==> config.mk <==
export PLATFORM = sky130hd
export DESIGN_NAME = pipe_skid_reg_flat
export DESIGN_NICKNAME = d
export VERILOG_FILES = /design/src/rtl/pipe_skid_reg_if.sv /design/src/rtl/pipe_skid_reg.sv /design/src/flat_wrapper.sv
export SDC_FILE = /design/constraint.sdc
export NUM_CORES = 1
export LEC_CHECK = 0
export BUFFER_PORTS_ARGS = -buffer_cell sky130_fd_sc_hd__buf_4
export CAP_MARGIN = 10
export CORE_ASPECT_RATIO = 0.9
export CORE_UTILIZATION = 57
export DETAILED_ROUTE_END_ITERATION = 16
export PLACE_DENSITY_LB_ADDON = 0.08
export RECOVER_POWER = 50
export SKIP_CTS_REPAIR_TIMING = 1
export SYNTH_ARGS = -nofsm -noshare
export SYNTH_HDL_FRONTEND = slang
export SYNTH_SLANG_ARGS = --single-unit
==> constraint.sdc <==
create_clock -name clk -period 3 [get_ports clk]
set_input_delay 0.3 -clock clk [delete_from_list [all_inputs] [get_ports clk]]
set_output_delay 0.3 -clock clk [all_outputs]
set_load 0.005 [all_outputs]
==> src/rtl/pipe_skid_reg_if.sv <==
// -----------------------------------------------------------------------------
// pipe_skid_reg_if
// Bundles the upstream/downstream handshake, flush and status signals of one
// elastic pipeline-stage register.
//   in_valid / in_ready / in_data     : upstream valid/ready handshake + payload
//   flush                             : discard everything held by the stage
//   out_valid / out_ready / out_data  : downstream valid/ready handshake + payload
//   occupancy                         : payloads currently held (0..2)
//   bp_cycles                         : saturating count of stalled output cycles
// Modports: master = the environment around the stage, slave = the stage itself.
// -----------------------------------------------------------------------------
interface pipe_skid_reg_if #(
    parameter int WIDTH = 64,
    parameter int CNT_W = 16
);
    logic             in_valid;
    logic             in_ready;
    logic [WIDTH-1:0] in_data;
    logic             flush;
    logic             out_valid;
    logic             out_ready;
    logic [WIDTH-1:0] out_data;
    logic [1:0]       occupancy;
    logic [CNT_W-1:0] bp_cycles;

    modport master (
        output in_valid, in_data, flush, out_ready,
        input  in_ready, out_valid, out_data, occupancy, bp_cycles
    );

    modport slave (
        input  in_valid, in_data, flush, out_ready,
        output in_ready, out_valid, out_data, occupancy, bp_cycles
    );
endinterface

==> src/rtl/pipe_skid_reg.sv <==
// -----------------------------------------------------------------------------
// pipe_skid_reg
// Elastic pipeline-stage register with valid/ready handshake, optional skid
// entry, flush and a saturating backpressure counter.
// Ports:
//   clk   : clock, all state updates on the rising edge
//   reset : synchronous, active-high reset
//   bus   : pipe_skid_reg_if.slave (handshakes, flush, occupancy, bp_cycles)
// Parameters:
//   WIDTH : payload width
//   SKID  : 1 = main + skid entries, in_ready driven from a flop
//           0 = main entry only, in_ready combinational from out_ready
//   CNT_W : backpressure counter width
// -----------------------------------------------------------------------------
module pipe_skid_reg #(
    parameter int WIDTH = 64,
    parameter int SKID  = 1,
    parameter int CNT_W = 16
) (
    input logic             clk,
    input logic             reset,
    pipe_skid_reg_if.slave  bus
);

    localparam logic [CNT_W-1:0] CNT_MAX = '1;
    localparam logic [CNT_W-1:0] CNT_ONE = {{(CNT_W-1){1'b0}}, 1'b1};

    logic             r_m_valid;
    logic [WIDTH-1:0] r_m_data;
    logic             r_s_valid;
    logic [WIDTH-1:0] r_s_data;
    logic [CNT_W-1:0] r_bp_cnt;

    logic             w_in_ready;
    logic             w_in_fire;
    logic             w_out_fire;
    logic             w_m_valid_nxt;
    logic [WIDTH-1:0] w_m_data_nxt;
    logic             w_s_valid_nxt;
    logic [WIDTH-1:0] w_s_data_nxt;

    // With a skid entry, in_ready only depends on the skid flop, so the ready
    // path between stages is cut; without it, ready passes straight through.
    generate
        if (SKID != 32'sd0) begin : g_skid_ready
            assign w_in_ready = ~r_s_valid;
        end else begin : g_pass_ready
            assign w_in_ready = ~r_m_valid | bus.out_ready;
        end
    endgenerate

    assign w_in_fire  = bus.in_valid & w_in_ready;
    assign w_out_fire = r_m_valid & bus.out_ready;

    // Next-state of main and skid entries; flush wins over any transfer.
    always_comb begin
        w_m_valid_nxt = r_m_valid;
        w_m_data_nxt  = r_m_data;
        w_s_valid_nxt = r_s_valid;
        w_s_data_nxt  = r_s_data;
        if (bus.flush) begin
            w_m_valid_nxt = 1'b0;
            w_m_data_nxt  = '0;
            w_s_valid_nxt = 1'b0;
            w_s_data_nxt  = '0;
        end else if (w_out_fire && r_s_valid) begin
            // Skid refills main; in_ready is low here so nothing can arrive.
            w_m_data_nxt  = r_s_data;
            w_s_valid_nxt = 1'b0;
        end else if (w_in_fire && (!r_m_valid || w_out_fire)) begin
            w_m_valid_nxt = 1'b1;
            w_m_data_nxt  = bus.in_data;
        end else if (w_in_fire && (SKID != 32'sd0)) begin
            // Main is full and stalled: park the payload in the skid.
            w_s_valid_nxt = 1'b1;
            w_s_data_nxt  = bus.in_data;
        end else if (w_out_fire) begin
            w_m_valid_nxt = 1'b0;
        end else begin
            w_m_valid_nxt = r_m_valid;
        end
    end

    // Payload registers; data is zeroed on reset so bubbles read as NOPs.
    always_ff @(posedge clk) begin
        if (reset) begin
            r_m_valid <= 1'b0;
            r_m_data  <= '0;
            r_s_valid <= 1'b0;
            r_s_data  <= '0;
        end else begin
            r_m_valid <= w_m_valid_nxt;
            r_m_data  <= w_m_data_nxt;
            r_s_valid <= w_s_valid_nxt;
            r_s_data  <= w_s_data_nxt;
        end
    end

    // Saturating stall counter; only reset clears it, flush leaves it alone.
    always_ff @(posedge clk) begin
        if (reset) begin
            r_bp_cnt <= '0;
        end else if (r_m_valid && !bus.out_ready && (r_bp_cnt != CNT_MAX)) begin
            r_bp_cnt <= r_bp_cnt + CNT_ONE;
        end else begin
            r_bp_cnt <= r_bp_cnt;
        end
    end

    assign bus.in_ready  = w_in_ready;
    assign bus.out_valid = r_m_valid;
    assign bus.out_data  = r_m_data;
    assign bus.occupancy = {1'b0, r_m_valid} + {1'b0, r_s_valid};
    assign bus.bp_cycles = r_bp_cnt;

endmodule

==> src/flat_wrapper.sv <==
// flat-port wrapper written by rule: the top's interface ports become plain ports
module pipe_skid_reg_flat 
#(
    parameter int WIDTH = 64,
    parameter int SKID  = 1,
    parameter int CNT_W = 16
)
  (clk, reset, bus_in_valid, bus_in_data, bus_flush, bus_out_ready, bus_in_ready, bus_out_valid, bus_out_data, bus_occupancy, bus_bp_cycles);
  pipe_skid_reg_if #(.WIDTH(WIDTH), .CNT_W(CNT_W)) bus_i ();
  input logic clk;
  input logic reset;
  input wire logic [$bits(bus_i.in_valid)-1:0] bus_in_valid;
  input wire logic [$bits(bus_i.in_data)-1:0] bus_in_data;
  input wire logic [$bits(bus_i.flush)-1:0] bus_flush;
  input wire logic [$bits(bus_i.out_ready)-1:0] bus_out_ready;
  output wire logic [$bits(bus_i.in_ready)-1:0] bus_in_ready;
  output wire logic [$bits(bus_i.out_valid)-1:0] bus_out_valid;
  output wire logic [$bits(bus_i.out_data)-1:0] bus_out_data;
  output wire logic [$bits(bus_i.occupancy)-1:0] bus_occupancy;
  output wire logic [$bits(bus_i.bp_cycles)-1:0] bus_bp_cycles;
  assign bus_i.in_valid = bus_in_valid;
  assign bus_i.in_data = bus_in_data;
  assign bus_i.flush = bus_flush;
  assign bus_i.out_ready = bus_out_ready;
  assign bus_in_ready = bus_i.in_ready;
  assign bus_out_valid = bus_i.out_valid;
  assign bus_out_data = bus_i.out_data;
  assign bus_occupancy = bus_i.occupancy;
  assign bus_bp_cycles = bus_i.bp_cycles;
  pipe_skid_reg #(.WIDTH(WIDTH), .SKID(SKID), .CNT_W(CNT_W)) u_core (.clk(clk), .reset(reset), .bus(bus_i));
endmodule
==> flow_summary_export.csv, run 1 <==
group,metric,value,unit
place,dp.final_hpwl,9390,µm
layout,drive_above_1_share,0.236,
setup_path,cp_max_fo,60,
floorplan,io_pins,153,
layout,final_common_cell,"dfxtp_1",
timing,slew-limit-headroom,0.258,
setup_path,critical_path.max_stage_delay,0.88,ns
timing,hold_viol,0,
timing,tightest_slew,1.11,ns
cts,htreeDepth,4,
yosys,synth_area_leaders,"dfxtp_1 50%, mux2i_1 11%, nand2_1 8.6%, a211oi_1 8.1%, a21oi_1 6.4%",
yosys,synthCells,673,
outcome,status,"completed",
cts,clock_sinks,146,
yosys,syn_avg_cell_area,8.77,µm²
floorplan,die_h,98.5,µm
global_route,grt_max_degree,69,
cts,cts_root_buf,"clkbuf_16",
pwr,p_per_area,569,mW/mm²
yosys,yosysUniqueCellTypes,43,
yosys,synth-seq-area-share,0.495,
pwr,power.leakage,3.33,nW
setup_path,start_kind,"flip-flop",
yosys,synth_edf_count,0,
global_route,grt_pass1_wl,23200,µm
cts,cts_tree,"yes",
timing,period_needed,2.25,ns
route,drt_pass1_iterations,5,
timing,finalSetupViolations,0,
global_route,grt_usage,0.275,
cts,worst_skew_pair.late_latency,0.42,ns
setup_path,cp.required,3.32,ns
global_route,grt_antenna_before_repair,0,
run,maxCapViolCount,0,
route,routed_wl,14600,µm
route,drt_iter0_drc,459,
pwr,peakVddDrop,505,µV
yosys,syn_nets,744,
layout,syn_to_final_growth,28.6,%
timing,fin_crit_sh,0.749,
yosys,ys.flop_type,"dfxtp_1",
place,place_inst,908,
place,post_dp_cell_area,0.00710,mm²
yosys,synth_top_area_share,0.495,
floorplan,start_util,0.598,
route,drtAntennaViolNets,0,
place,gp_congestion,0.828,
yosys,synth-seq-cells,146,
place,port_buffers,152,
yosys,syn-cell-area,0.00590,mm²
timing,fin_hold_ws,0.128,ns
yosys,synth_top_cell_by_area,"dfxtp_1",
timing,rsz0062_at_grt,"false",
layout,postLayoutCellArea,0.00759,mm²
floorplan,fp.dieArea,0.0108,mm²
setup_path,cp_slowest_cell,"clkbuf_2",
setup_path,worstSetupEndpointType,"flip-flop",
pwr,power,4.32,mW
timing,finalClockSkew,0.00865,ns
min_path,worstHoldPathType,"input pin to flip-flop",
floorplan,die_w,109,µm
timing,fmax,445,MHz
route,vias,5303,
layout,diodes,0,
floorplan,coreArea,0.00987,mm²
yosys,synth-async-reset-ratio,0,
timing,report.final.slew_viol_count,0,
global_route,first_global_vias,5067,
timing,finalSetupTns,0,ns
global_route,grt_remaining_overflow,0,
cts,clk_pin_slew,0.06,ns
layout,stdcell_count,940,
route,drc,0,
route,viasPerCell,5.64,
route,route.detailed.wl_per_inst,15.5,µm
floorplan,num_rows,34,
setup_path,crit_chain,"nand2b_1 > a21oi_1 > clkbuf_2 > nor2_1 > a211oi_1",
yosys,yosysWarnings,0,
cts,clk_path_buf_depth,2,
setup_path,worstSetupPathType,"flip-flop to flip-flop",
setup_path,worstPathArrival,2.57,ns
layout,finalNetCount,872,
layout,mostFrequentLayoutCells,"146 x dfxtp_1, 135 x nand2_1, 76 x a21oi_1",
cts,cts_buffers,17,
-- per-stage QoR --
stage / setup slack (ns) / util
after floorplan: 1.31 / -
final: 0.752 / 0.769
after CTS: 0.890 / 0.775
after global routing: 0.563 / 0.769
after detailed placement: 0.932 / 0.719
after global placement: 0.966 / 0.719
-- synthesized netlist by cell type (5+ instances only) --
cell type and count:
dfxtp_1 146, buf_1 6, o21ai_0 6, mux2i_1 64, a211oi_1 64, a21oi_1 76, buf_2 15, nor2_1 68
clkbuf_1 30, nand2_1 135, inv_1 5, or4_1 5, o31ai_1 5
-- kinds of logic after synthesis --
kind of cell               synth area share
and+or+nand+nor                       0.179
DFF                                   0.495
muxes                                 0.110
AOI/OAI and AO/OA                     0.170
adders and majority gates           0.00424
buffers and inverters                0.0407
-- state kept, by name, indices dropped and copies added (netlist names) --
register,flops
u_core.r_s_data,64
u_core.bus.bp_cycles,16
u_core.r_s_valid,1
u_core.bus.out_data,64
u_core.bus.out_valid,1
-- path summary, 6_finish.rpt --
| kind | end | cells past startpoint | slack [ns] | start |
|---|---|---|---|---|
| worst max-delay path | u_core.bus.out_data[36]$_SDFFE_PP0P_ | 5 | 0.75 | u_core.r_s_valid$_SDFFE_PP0P_ |
| worst min register to register | u_core.r_s_data[12]$_SDFFE_PP0P_ | 2 | 0.45 | u_core.r_s_data[12]$_SDFFE_PP0P_ |
| worst min-delay path | u_core.r_s_data[51]$_SDFFE_PP0P_ | 3 | 0.13 | bus_in_data[51] |
| worst max register to register | u_core.bus.out_data[36]$_SDFFE_PP0P_ | 5 | 0.75 | u_core.r_s_valid$_SDFFE_PP0P_ |
-- metal layers --
layer  GRT usage  routed length (µm)
met3      0.0794                 900
met2       0.458                7310
met4       0.112                 240
met1       0.330                6100
met5           0                   0
-- where the power goes --
group / total [mW] / switching, mW / internal, mW
clock network: 1.98 / 0.826 / 1.16
logic: 0.326 / 0.172 / 0.155
registers: 2.01 / 0.0279 / 1.98
total: 4.32 / 1.03 / 3.30
-- worst max-delay path, delay by kind of cell, from the launching register on --
family / cells / cell delay, ns
AOI/OAI and AO/OA: 2 / 0.51
buffers and inverters: 1 / 0.88
DFF: 1 / 0.38
and+or+nand+nor: 2 / 0.35
-- final cells by class --
| cell class | instances | area [µm²] |
|---|---|---|
| multi-input combinational | 470 | 2760 |
| fill | 725 | 2280 |
| inverter | 5 | 18.8 |
| sequential | 146 | 2920 |
| clock buffer | 19 | 443 |
| tap | 126 | 158 |
| timing repair buffer | 161 | 1170 |
| clock inverter | 13 | 114 |
Note: power is estimated with default switching activity, not from simulation.
==> run 2: changes to the inputs <==
--- a/config.mk
+++ b/config.mk
@@ -8,7 +8,7 @@
 export BUFFER_PORTS_ARGS = -buffer_cell sky130_fd_sc_hd__buf_4
 export CAP_MARGIN = 10
 export CORE_ASPECT_RATIO = 0.9
-export CORE_UTILIZATION = 57
+export CORE_UTILIZATION = 53
 export DETAILED_ROUTE_END_ITERATION = 16
 export PLACE_DENSITY_LB_ADDON = 0.08
 export RECOVER_POWER = 50
==> constraint.sdc (replaced) <==
create_clock -name clk -period 2.1 [get_ports clk]
set_input_delay 0.21 -clock clk [delete_from_list [all_inputs] [get_ports clk]]
set_output_delay 0.21 -clock clk [all_outputs]
set_load 0.005 [all_outputs]
==> run 2 against run 1 <==
Effect of this change:
- setup slack worse by 0.49 ns
- clock skew hardly changed
- critical path depth stayed put
- register-to-register slack worse by 0.49 ns
- sequential cell count stayed put
- critical path type unchanged
- largest cell class unchanged
- largest power group unchanged
==> flow_summary_export.csv, run 2 (same netlist as run 1, synthesis figures left out) <==
group,metric,value,unit
min_path,worstHoldPathType,"input pin to flip-flop",
cts,clk_path_buf_depth,2,
pwr,power.leakage,3.37,nW
route,route.detailed.wl_per_inst,14.8,µm
setup_path,path_buf_inv,1,
route,vias,5227,
timing,slew-limit-headroom,0.547,
route,routed_wl,14100,µm
timing,fin_crit_sh,0.876,
pwr,peakVddDrop,493,µV
layout,finalNetCount,874,
timing,period_needed,1.84,ns
cts,htreeDepth,4,
global_route,grt_pass1_wl,22600,µm
setup_path,worstPathArrival,2.15,ns
global_route,grt_antenna_before_repair,0,
cts,cts_root_buf,"clkbuf_16",
floorplan,die_w,113,µm
global_route,grt_remaining_overflow,0,
place,dp.final_hpwl,8890,µm
pwr,p_sw_frac,0.225,
cts,cts_tree,"yes",
route,drtAntennaViolNets,0,
setup_path,worstSetupEndpointType,"flip-flop",
global_route,grt_usage,0.250,
setup_path,start_kind,"flip-flop",
floorplan,start_util,0.546,
pwr,combPwrFrac,0.077,
floorplan,die_h,102,µm
timing,finalSetupTns,0,ns
timing,finalSetupViolations,0,
floorplan,io_pins,153,
place,port_buffers,152,
timing,tightest_slew,0.674,ns
setup_path,critical_path.max_stage_delay,0.40,ns
cts,clk_pin_slew,0.06,ns
floorplan,coreArea,0.0108,mm²
setup_path,setup.worst_path.end,"u_core.bus.out_data[28]$_SDFFE_PP0P_",
run,maxCapViolCount,0,
timing,hold_viol,0,
pwr,pwr-share-seq,0.469,
setup_path,reg2reg_depth,5,
setup_path,cp_num_cells,5,
cts,cts_buffers,17,
timing,finalClockSkew,0.00862,ns
setup_path,cp_max_fo,64,
route,drt_pass1_iterations,4,
cts,clock_sinks,146,
pwr,intPower,4.74,mW
timing,fmax,543,MHz
outcome,status,"completed",
layout,diodes,0,
setup_path,r2r-end,"u_core.bus.out_data[28]$_SDFFE_PP0P_",
route,drc,0,
setup_path,rr_startpoint,"u_core.r_s_valid$_SDFFE_PP0P_",
pwr,power.switching,1.37,mW
setup_path,critPathLaunch,"u_core.r_s_valid$_SDFFE_PP0P_",
setup_path,reg2reg_setup_slack,0.26,ns
setup_path,worstSetupPathType,"flip-flop to flip-flop",
setup_path,crit_chain,"nand2b_1 > a21oi_1 > buf_12 > nor2_1 > a211oi_1",
layout,drive_above_1_share,0.227,
timing,report.final.slew_viol_count,0,
pwr,p_clk_frac,0.453,
route,drt_iter0_drc,289,
floorplan,fp.dieArea,0.0116,mm²
layout,final_common_cell,"dfxtp_1",
pwr,p_per_area,799,mW/mm²
pwr,power,6.12,mW
setup_path,cp_slowest_cell,"a21oi_1",
global_route,first_global_vias,4829,
place,gp_congestion,0.852,
timing,rsz0062_at_grt,"false",
floorplan,num_rows,36,
global_route,grt_max_degree,66,
setup_path,path_delay_family,"compound AO/OA/AOI/OAI gates",
layout,mostFrequentLayoutCells,"146 x dfxtp_1, 135 x nand2_1, 76 x a21oi_1",
route,viasPerCell,5.51,
cts,worst_skew_pair.late_latency,0.42,ns
setup_path,cp.required,2.41,ns
layout,syn_to_final_growth,29.7,%
-- run 2: worst min path at each step --
stage	startpoint	endpoint	slack, ns	cells after the start
2_1_floorplan	bus_in_data[0]	u_core.r_s_data[0]$_SDFFE_PP0P_	0.35	2
3_3_place_gp	u_core.r_s_data[29]$_SDFFE_PP0P_	u_core.r_s_data[29]$_SDFFE_PP0P_	0.44	2
3_5_place_dp	u_core.r_s_data[26]$_SDFFE_PP0P_	u_core.r_s_data[26]$_SDFFE_PP0P_	0.45	2
4_1_cts	bus_in_data[46]	u_core.r_s_data[46]$_SDFFE_PP0P_	0.03	3
5_1_grt	bus_in_data[24]	u_core.r_s_data[24]$_SDFFE_PP0P_	0.03	3
6_report	bus_in_data[15]	u_core.r_s_data[15]$_SDFFE_PP0P_	0.04	3
-- run 2: final cells by class --
class	instances	area, µm²
Fill cell	908	3160
Sequential cell	146	2920
Multi-Input combinational cell	470	2760
Timing Repair Buffer	163	1250
Clock buffer	26	479
Tap cell	133	166
Clock inverter	5	53.8
Inverter	5	18.8
-- run 2: worst register-to-register path, cell delays in order (launching register included) --
cell	delay, ns
dfxtp_1	0.38
nand2b_1	0.24
a21oi_1	0.40
buf_12	0.32
nor2_1	0.10
a211oi_1	0.29
-- run 2: through the flow --
stage	area [µm²]	hold WS, ns	util	cells	setup WS [ns]
detailed placement	7190	0.446	0.666	917	0.306
global route	7650	0.0343	0.708	948	0.128
CTS	7730	0.0255	0.715	948	0.286
finish	7650	0.0401	0.708	948	0.260
global placement	7190	0.441	0.666	917	0.359
floorplan	5900	0.346	-	673	0.409
-- run 2: power by group through the flow --
stage | Combinational [mW] | Sequential (mW) | Clock (mW)
5_1_grt | 0.523 | 2.88 | 2.94
3_5_place_dp | 0.487 | 2.93 | 0
4_1_cts | 0.491 | 2.87 | 2.83
2_1_floorplan | 0.216 | 2.93 | 0
3_3_place_gp | 0.473 | 2.93 | 0
6_report | 0.472 | 2.87 | 2.77
-- run 2: layer usage --
layer / up-vias / GRT usage / wire (µm)
met5: - / 0 / 0
met4: 0 / 0.109 / 252
met3: 25 / 0.0967 / 942
met2: 141 / 0.404 / 6690
met1: 2437 / 0.298 / 6170
li1: 2624 / - / -
==> run 3: changes to the inputs <==
--- a/config.mk
+++ b/config.mk
@@ -8,8 +8,9 @@
 export BUFFER_PORTS_ARGS = -buffer_cell sky130_fd_sc_hd__buf_4
 export CAP_MARGIN = 10
 export CORE_ASPECT_RATIO = 0.9
-export CORE_UTILIZATION = 53
+export CORE_UTILIZATION = 57
 export DETAILED_ROUTE_END_ITERATION = 16
+export MAX_ROUTING_LAYER = met4
 export PLACE_DENSITY_LB_ADDON = 0.08
 export RECOVER_POWER = 50
 export SKIP_CTS_REPAIR_TIMING = 1
==> constraint.sdc (replaced) <==
create_clock -name clk -period 2.3 [get_ports clk]
set_input_delay 0.23 -clock clk [delete_from_list [all_inputs] [get_ports clk]]
set_output_delay 0.23 -clock clk [all_outputs]
set_load 0.005 [all_outputs]
==> run 3 against run 2 <==
Effect of this change:
- first-iteration DRC count rose by 7.3%
- register-to-register slack barely moved
- clock power rose by 7%
- largest cell class unchanged
- sequential share of layout area fell by 0.37 points
- via count rose by 1.8%
- final area rose by 0.98%
- setup slack improved by 0.011 ns
- sequential power fell by 8.7%
- die area fell by 6.9%
- utilization rose by 7.5 points
- clock-buffer cell count fell by 6
==> flow_summary_export.csv, run 3 (same netlist as run 1, synthesis figures left out) <==
group,metric,value,unit
outcome,status,"completed",
min_path,min_from,"bus_in_data[32]",
place,port_buffers,152,
timing,rsz0062_at_grt,"false",
timing,tightest_slew,0.760,ns
run,maxCapViolCount,0,
min_path,worstHoldPathType,"input pin to flip-flop",
cts,cts_tree,"yes",
setup_path,reg2reg_setup_slack,0.27,ns
route,route.detailed.wl_per_inst,15.2,µm
pwr,intPower,4.73,mW
pwr,power.switching,1.29,mW
cts,clk_pin_slew,0.06,ns
route,viasPerCell,5.65,
global_route,first_global_vias,5067,
timing,period_needed,2.03,ns
cts,clk_path_buf_depth,2,
timing,finalSetupViolations,0,
timing,slew-limit-headroom,0.493,
route,drt_pass1_iterations,4,
place,post_dp_cell_area,0.00717,mm²
layout,final_common_cell,"dfxtp_1",
pwr,pwr-share-seq,0.436,
place,gp_congestion,0.849,
timing,report.final.slew_viol_count,0,
layout,syn_to_final_growth,31.0,%
pwr,p_sw_frac,0.214,
setup_path,worstSetupPathType,"flip-flop to flip-flop",
pwr,p_clk_frac,0.492,
cts,clock_sinks,146,
timing,fmax,493,MHz
setup_path,reg2reg_depth,5,
global_route,grt_antenna_before_repair,0,
pwr,power.leakage,3.39,nW
cts,htreeDepth,4,
cts,cts_buffers,17,
route,wl_met2,7120,µm
floorplan,die_w,109,µm
timing,finalSetupTns,0,ns
layout,postLayoutCellArea,0.00773,mm²
layout,fillers,700,
place,place_inst,910,
route,routed_wl,14300,µm
layout,finalNetCount,874,
timing,fin_crit_sh,0.882,
global_route,grt_max_degree,131,
layout,drive_above_1_share,0.236,
cts,worst_skew_pair.late_latency,0.42,ns
floorplan,start_util,0.598,
floorplan,fp.dieArea,0.0108,mm²
setup_path,worstPathArrival,2.36,ns
min_path,whs_path_depth,3,
setup_path,rr_startpoint,"u_core.bus.out_valid$_SDFFE_PP0P_",
floorplan,coreArea,0.00987,mm²
layout,diodes,0,
pwr,peakVddDrop,691,µV
timing,finalClockSkew,0.00663,ns
layout,final-seq-area,0.00292,mm²
route,wl_met3,952,µm
layout,stdcell_count,941,
setup_path,r2r-end,"u_core.r_s_data[8]$_SDFFE_PP0P_",
place,dp.final_hpwl,8850,µm
route,top_layer,"met4",
pwr,combPwrFrac,0.072,
route,drc,0,
timing,hold_viol,0,
layout,mostFrequentLayoutCells,"146 x dfxtp_1, 135 x nand2_1, 75 x a21oi_1",
layout,multi_input_area,0.00276,mm²
global_route,grt_pass1_wl,23400,µm
setup_path,cp.required,2.63,ns
global_route,grt_usage,0.282,
setup_path,start_kind,"flip-flop",
route,drtAntennaViolNets,0,
floorplan,io_pins,153,
min_path,whs_endpoint,"u_core.r_s_data[32]$_SDFFE_PP0P_",
floorplan,die_h,98.5,µm
route,vias,5321,
global_route,grt_remaining_overflow,0,
pwr,p_per_area,779,mW/mm²
route,drt-met1-wl,6030,µm
route,drt_iter0_drc,310,
setup_path,cp_max_fo,65,
cts,cts_root_buf,"clkbuf_16",
setup_path,worstSetupEndpointType,"flip-flop",
floorplan,num_rows,34,
run 3: cell count changes in the layout (fill, tap and decap cells not counted), sizes merged:
cell      before  now
buf           80   77
bufinv         1    5
clkbuf       109  106
clkinvlp       0    2
run 3: critical path: stages, from the launching register on:
cell and delay (ns):
dfxtp_1 0.52, nand2b_1 0.28, nor2_4 0.16, clkbuf_4 0.64, nand2_1 0.14, a21oi_1 0.19
run 3: layout make-up:
cell class	count	area share
Multi-Input combinational cell	470	0.357
Timing Repair Buffer	163	0.160
Sequential cell	146	0.378
Clock buffer	20	0.0578
Inverter	5	0.00243
Tap cell	126	0.0204
Clock inverter	11	0.0240
run 3: how the worst max path moves through the flow:
stage / start / to
after floorplan: u_core.bus.bp_cycles[0]$_SDFFE_PP0P_ / u_core.bus.bp_cycles[14]$_SDFFE_PP0P_
after global placement: u_core.bus.out_valid$_SDFFE_PP0P_ / u_core.bus.bp_cycles[10]$_SDFFE_PP0P_
after detailed placement: u_core.bus.out_valid$_SDFFE_PP0P_ / u_core.bus.bp_cycles[10]$_SDFFE_PP0P_
after CTS: u_core.bus.out_valid$_SDFFE_PP0P_ / u_core.bus.bp_cycles[10]$_SDFFE_PP0P_
after global routing: u_core.bus.out_valid$_SDFFE_PP0P_ / u_core.r_s_data[4]$_SDFFE_PP0P_
final: u_core.bus.out_valid$_SDFFE_PP0P_ / u_core.r_s_data[8]$_SDFFE_PP0P_
run 3: metal layers:
metal / vias up / GRT usage
li1: 2620 / -
met3: 25 / 0.0840
met4: 0 / 0.0995
met5: - / -
met1: 2513 / 0.327
met2: 163 / 0.463
run 3: metrics by stage:
step | total power, mW | hold WS (ns) | worst slack, ns | utilization
floorplan | 2.87 | 0.366 | 0.609 | -
global placement | 3.10 | 0.440 | 0.488 | 0.727
detailed placement | 3.12 | 0.446 | 0.310 | 0.727
CTS | 6.06 | 0.0569 | 0.291 | 0.791
global route | 6.20 | 0.0605 | 0.115 | 0.783
finish | 6.02 | 0.0635 | 0.270 | 0.783
run 3: power groups by stage:
stage          clock, mW  sequential, mW  combinational, mW
2_1_floorplan          0            2.68              0.197
3_3_place_gp           0            2.68              0.426
3_5_place_dp           0            2.68              0.438
4_1_cts             2.99            2.63              0.444
5_1_grt             3.09            2.63              0.477
6_report            2.96            2.62              0.431
